$ cat config.mk
export PLATFORM = sky130hd
export DESIGN_NAME = bcd_to_bin_seq
export DESIGN_NICKNAME = d
export VERILOG_FILES = /design/src/rtl/bcd_to_bin_seq.sv
export SDC_FILE = /design/constraint.sdc
export NUM_CORES = 1
export LEC_CHECK = 0
export ABC_AREA = 1
export CORE_UTILIZATION = 55
export CTS_BUF_LIST = sky130_fd_sc_hd__clkbuf_2
export CTS_CLUSTER_DIAMETER = 100
export DETAILED_ROUTE_END_ITERATION = 8
export GPL_TIMING_DRIVEN = 0
export PLACE_DENSITY = 0.8
export SLEW_MARGIN = 0
export SYNTH_ARGS = -nofsm -noshare
export SYNTH_HDL_FRONTEND = slang
export SYNTH_SLANG_ARGS = --single-unit
$ cat constraint.sdc
create_clock -name clk -period 2.6 [get_ports clk]
set_clock_uncertainty 0.05 [all_clocks]
set_input_delay 0.39 -clock clk [delete_from_list [all_inputs] [get_ports clk]]
set_output_delay 0.39 -clock clk [all_outputs]
set_load 0.1 [all_outputs]
$ cat src/rtl/bcd_to_bin_seq.sv
`default_nettype none
// ============================================================================
//  Module      : bcd_to_bin_seq
//  Description : Sequential packed-BCD to binary converter (reverse
//                double-dabble: shift right, then subtract 3 from every BCD
//                digit that reached 8 or more). One step per clock edge.
//  Revision    : 1.0  initial release
// ============================================================================
module bcd_to_bin_seq #(
   parameter int DIGITS = 3,
   parameter int BIN_W  = 10
) (
   input  logic                  clk,
   input  logic                  clr,
   input  logic                  start,
   input  logic [4*DIGITS-1:0]   bcd_in,
   output logic                  busy,
   output logic                  done,
   output logic [BIN_W-1:0]      bin_out,
   output logic                  err
);

   localparam int c_bcd_w  = 4 * DIGITS;
   localparam int c_work_w = c_bcd_w + BIN_W;
   localparam int c_cnt_w  = (BIN_W > 1) ? $clog2(BIN_W) : 1;
   localparam logic [c_cnt_w-1:0] c_last = c_cnt_w'(BIN_W - 1);

   typedef enum logic [0:0] {
      S_IDLE = 1'b0,
      S_CONV = 1'b1
   } state_t;

   state_t               r_state;
   state_t               w_state_nxt;
   logic [c_work_w-1:0]  r_work;
   logic [c_work_w-1:0]  w_work_nxt;
   logic [c_cnt_w-1:0]   r_cnt;
   logic [c_cnt_w-1:0]   w_cnt_nxt;
   logic                 w_busy_nxt;
   logic                 w_done_nxt;
   logic                 w_err_nxt;
   logic [BIN_W-1:0]     w_bin_nxt;

   // One conversion step: whole register shifted right, then per-digit fixup.
   logic [c_work_w-1:0]  w_shift;
   logic [c_work_w-1:0]  w_step;
   logic [DIGITS-1:0]    w_dig_ok;
   logic                 w_bcd_ok;

   assign w_shift             = r_work >> 1;
   assign w_step[BIN_W-1:0]   = w_shift[BIN_W-1:0];
   assign w_bcd_ok            = &w_dig_ok;

   generate
      for (genvar k = 0; k < DIGITS; k++) begin : g_digit
         logic [3:0] w_sd;
         assign w_sd = w_shift[BIN_W + 4*k +: 4];
         // A digit of 8..15 after the shift came from an odd upper digit;
         // removing 3 restores the decimal weight (no borrow between digits).
         assign w_step[BIN_W + 4*k +: 4] = (w_sd >= 4'd8) ? (w_sd - 4'd3) : w_sd;
         assign w_dig_ok[k] = (bcd_in[4*k +: 4] <= 4'd9);
      end
   endgenerate

   // Next-state and output decode; done is a pulse so it defaults low.
   always_comb begin
      w_state_nxt = r_state;
      w_work_nxt  = r_work;
      w_cnt_nxt   = r_cnt;
      w_busy_nxt  = busy;
      w_done_nxt  = 1'b0;
      w_err_nxt   = err;
      w_bin_nxt   = bin_out;
      case (r_state)
         S_IDLE: begin
            if (start) begin
               if (w_bcd_ok) begin
                  w_work_nxt  = {bcd_in, {BIN_W{1'b0}}};
                  w_cnt_nxt   = '0;
                  w_busy_nxt  = 1'b1;
                  w_state_nxt = S_CONV;
               end else begin
                  // Bad digit: report immediately without converting.
                  w_bin_nxt  = '0;
                  w_err_nxt  = 1'b1;
                  w_done_nxt = 1'b1;
               end
            end
         end
         S_CONV: begin
            w_work_nxt = w_step;
            w_cnt_nxt  = r_cnt + c_cnt_w'(1);
            if (r_cnt == c_last) begin
               // Take the result from this step, not the registered copy.
               w_bin_nxt   = w_step[BIN_W-1:0];
               w_err_nxt   = 1'b0;
               w_done_nxt  = 1'b1;
               w_busy_nxt  = 1'b0;
               w_state_nxt = S_IDLE;
            end
         end
         default: begin
            w_state_nxt = S_IDLE;
            w_busy_nxt  = 1'b0;
         end
      endcase
   end

   // State and output registers; clr overrides everything, aborting a conversion.
   always_ff @(posedge clk) begin
      if (clr) begin
         r_state <= S_IDLE;
         r_work  <= '0;
         r_cnt   <= '0;
         busy    <= 1'b0;
         done    <= 1'b0;
         err     <= 1'b0;
         bin_out <= '0;
      end else begin
         r_state <= w_state_nxt;
         r_work  <= w_work_nxt;
         r_cnt   <= w_cnt_nxt;
         busy    <= w_busy_nxt;
         done    <= w_done_nxt;
         err     <= w_err_nxt;
         bin_out <= w_bin_nxt;
      end
   end

endmodule
`default_nettype wire

* After elaboration in Yosys (flattened, before gate mapping)
Index checks and enable logic that the tools add are counted.
** Operators by class
- Add/subtract/negate cells :: 4
- $mul :: 0
- Divide/modulo/power cells :: 0
- Order comparisons :: 6
- Eq/ne operators :: 5
- Shift operators :: 0
- Multiplexer cells :: 28
- Bitwise logic cells :: 1
- Reductions and logical operators :: 4
** Operators with widths (count)
- two-way mux 22 bit :: 2
- case mux 22 bit (2 select lines) :: 1
- two-way mux 10 bit :: 3
- two-way mux 4 bit :: 5
- case mux 10 bit (2 select lines) :: 1
- less-or-equal comparator 4 bit, second input constant :: 3
- two-way mux 1 bit :: 11
- AND reduction 3 bit :: 3
- >= comparator 4 bit, second input constant :: 2
- case mux 1 bit (2 select lines) :: 4
- case mux 4 bit (2 select lines) :: 1
- subtractor 4 x 2 -> 4 bit, second input constant :: 2
- != test 2 bit, second input constant :: 3
- adder 4 x 1 -> 4 bit, second input constant :: 1
- == test 4 bit, second input constant :: 1
- >= comparator 3 x 4 -> 1 bit, second input constant :: 1
- subtractor 3 x 2 -> 4 bit, second input constant :: 1
- != test 2 x 1 -> 1 bit, second input constant :: 1
- AND reduction 2 bit :: 1
- inverter 1 bit :: 1
** Word-level totals
- Bits in registers :: 40
- Bits in latches :: 0
- Memory bits (writable) :: 0
- Bits in read-only memories :: 0
- Input port bits :: 15
- Output and inout bits :: 13
- Logic and storage cells :: 55
- Memories kept :: 0

* Depth between registers and ports, before layout
- Word-level depth :: 5
- Depth in mapped cells :: 8
- Gate-level depth less buffers :: 8

* Least setup slack after synthesis
OpenSTA, ideal clock, no wires.
- Kind :: register to output
- Start point :: reg bin_out[2]
- End point :: out bin_out[2]
- Arrival time :: 925 ps
- Required time :: 2160 ps
- Path slack :: 1235 ps
- Cell stages (with the launch flop) :: 1
- Path buffers :: 0
- Cells stage by stage :: dfxtp_1
** RTL lines
- start, declared :: RTL line 19 : output logic [BIN_W-1:0] bin_out,
- start signal, assigned :: RTL line 126 : bin_out <= w_bin_nxt;
No word-level cell between the ends.

* Final worst setup path
- Start point :: reg bin_out[8]
- End point :: out bin_out[8]
No word-level cell between the ends.

==> results.json <==
{
  "ys.flop_type": "dfxtp_1",
  "slew_violations": 0,
  "setup_repair_after_global_routing_missed_its_margin": "no",
  "detailedRoute.firstIterationViolations": 131,
  "internal_power_mw": 1.00,
  "hold_ws_ns": 0.180,
  "hpwl_after_detailed_placement_um": 3090,
  "grtUsageTotal": 0.249,
  "die_area_um2": 3840,
  "worst_slew_pin_slew_ns": 0.979,
  "timing.final.crit_share": 0.919,
  "totalNegativeSetupSlack_ns": 0,
  "fp.dieH_um": 62.0,
  "maxCapViolations": 0,
  "htree_levels": 2,
  "design.core.area_um2": 3390,
  "met2_global_route_usage": 0.406,
  "routed_wire_length_per_instance_um": 12.6,
  "synth.net_count": 282,
  "row_count": 21,
  "worst_ep_required_time_ns": 2.16,
  "portion_of_total_power_attributed_to_the_clock_network": 0.326,
  "ctsRootBufferMaster": "clkbuf_2",
  "setup.worst_path.end_class": "output pin",
  "clk-insertion-delay-late_ns": 0.43,
  "critical_path_buf_inv_count": 1,
  "leading_cell_type_in_the_layout_fill_and_taps_excluded": "nand2_1",
  "placement.io_buffers": 26,
  "critical-path-slowest-cell": "clkdlybuf4s50_1",
  "synth_sequential_area_ratio": 0.395,
  "number_of_detailed_routing_iterations_run_before_antenna_repair": 4,
  "drive_above_1_share": 0.115,
  "min-delay-path-class": "input pin to register",
  "finish.net_count": 315,
  "power.density_nw_per_um2": 613,
  "timing.max_slew.rel_slack": 0.346,
  "cp_data_arrival_time_ns": 1.95,
  "hold_viol": 0,
  "final.setup.worst_slack_ns": 0.210,
  "post_cts.resized_instances": 0,
  "grt.busiest_layer": "met2",
  "yosys_register_bits": 39,
  "global_routing_usage_on_met1": 0.304,
  "cp_max_fo": 2,
  "synth_area_per_cell_um2": 7.57,
  "total_power_mw": 1.46,
  "timing.critical_path.slowest_cell_delay_ns": 1.13,
  "setup.worst_path.start_class": "register",
  "timing.setup.critical_path_class": "register to output pin",
  "comb_power_share": 0.227,
  "grt_pass1_wl_um": 6780,
  "critical-path-top-delay-family": "buffers and inverters",
  "antenna_violating_nets_post_route": 0,
  "leakagePower_nw": 0.998,
  "yosys_warnings": 0,
  "fin_crit_ns": 2.39,
  "area.growth.synth_to_final_pct": 20.6,
  "setup-violations-final": 0,
  "sw_frac_of_total": 0.314,
  "die_x_um": 62.0,
  "antenna-diode-count": 0,
  "power_frac_seq": 0.447,
  "routed-via-count": 1777,
  "postCtsSetupRepairBufs": 0,
  "maximum_number_of_pins_on_one_net_before_global_route_repair": 13,
  "ys_async_sr_fraction": 0,
  "mapped_cells": 261,
  "holdBufCountCts": 0,
  "clock_tree_buf_depth": 2,
  "status": "complete, no violations",
  "dp.cells": 333,
  "tritoncts": "yes",
  "initial_antenna_violation_count": 0,
  "layout.cells.non_filler": 341,
  "number_of_global_route_vias_before_repair": 1541,
  "r2r_setup_slack_ns": 1.15,
  "vias_per_cell": 5.21,
  "pre_cts_slack_ns": 0.710,
  "clkTransAtPathRegs_ns": 0.22,
  "most-common-layout-cells": "nand2_1, dfxtp_1, nor2_1",
  "grt_remaining_overflow": 0,
  "drt_drc_violations_left": 0,
  "net-switching-power_uw": 458,
  "place_congestion": 0.784,
  "achievable-frequency_ghz": 0.418,
  "netlist_area_um2": 1980,
  "floorplan.io_pins": 28,
  "starting_density_of_the_core": 0.583,
  "power.ir.vdd_worst_v": 0.000438,
  "num_cts_buffers": 5,
  "synth_edf_count": 0,
  "synth.distinct_cells": 31,
  "grt_met3_usage": 0.0807,
  "total_clock_sinks": 39,
  "path_cells": "clkdlybuf4s50_1",
  "wirelength_um": 4290
}
## area by class of cell
class                   count  area (um2)
clock inverters             2        60.1
clock buffers               6        30.0
flip-flops and latches     39         781
plain buffers              15         106
repair buffers             26         260
multi-input cells         190        1030
fillers                   271        1000
well taps                  46        57.6
inverters                  17        63.8
## cells in the mapped netlist (all sizes together), types with 2 or more instances
master | n | area share
nand3b | 7 | 0.027
nand2 | 58 | 0.12
inv | 17 | 0.032
buf | 13 | 0.050
nand4 | 4 | 0.020
a21boi | 6 | 0.023
a21oi | 20 | 0.053
nand3 | 30 | 0.081
ha | 6 | 0.038
dfxtp | 39 | 0.39
o21ai | 11 | 0.037
mux2i | 5 | 0.025
o21a | 3 | 0.011
clkbuf | 2 | 0.0038
nor2 | 35 | 0.070
## state kept, by name, indices dropped and copies added, names as in the netlist
signal,cells
r_work,21
r_cnt,4
bin_out,10
busy,1
r_state,1
err,1
done,1
## power groups by stage
stage	sequential (mW)	combinational [mW]	clock (mW)
5_1_grt	0.658	0.358	0.505
3_5_place_dp	0.664	0.332	0
6_report	0.652	0.332	0.476
2_1_floorplan	0.763	0.146	0
4_1_cts	0.652	0.332	0.478
3_3_place_gp	0.663	0.327	0
## metrics by stage
stage / util / area [um2]
after floorplan: - / 1980
after global placement: 0.677 / 2290
after detailed placement: 0.677 / 2290
after CTS: 0.704 / 2380
after global routing: 0.704 / 2380
final: 0.704 / 2380
## cell families after synthesis
kind of cell	count (synthesis)	share of synthesized area
AOI/OAI and AO/OA	41	0.128
and+or+nand+nor	138	0.328
buffers and inverters	32	0.0861
DFF	39	0.395
muxes	5	0.0253
adders and majority gates	6	0.0380
## worst paths after layout
kind / startpoint / end / depth (start not counted)
setup / recovery: bin_out[8] / bin_out[8] / 1
hold / removal: clr / busy / 2
setup reg to reg: r_cnt[1] / bin_out[1] / 7
hold reg to reg: err / err / 2
## per-layer routing
layer | share of wire | up-vias
met2 | 0.47 | 36
met4 | 0.019 | 0
met5 | 0 | -
met3 | 0.045 | 8
met1 | 0.47 | 815
li1 | - | 918
Power figures use the tool's default switching activity.
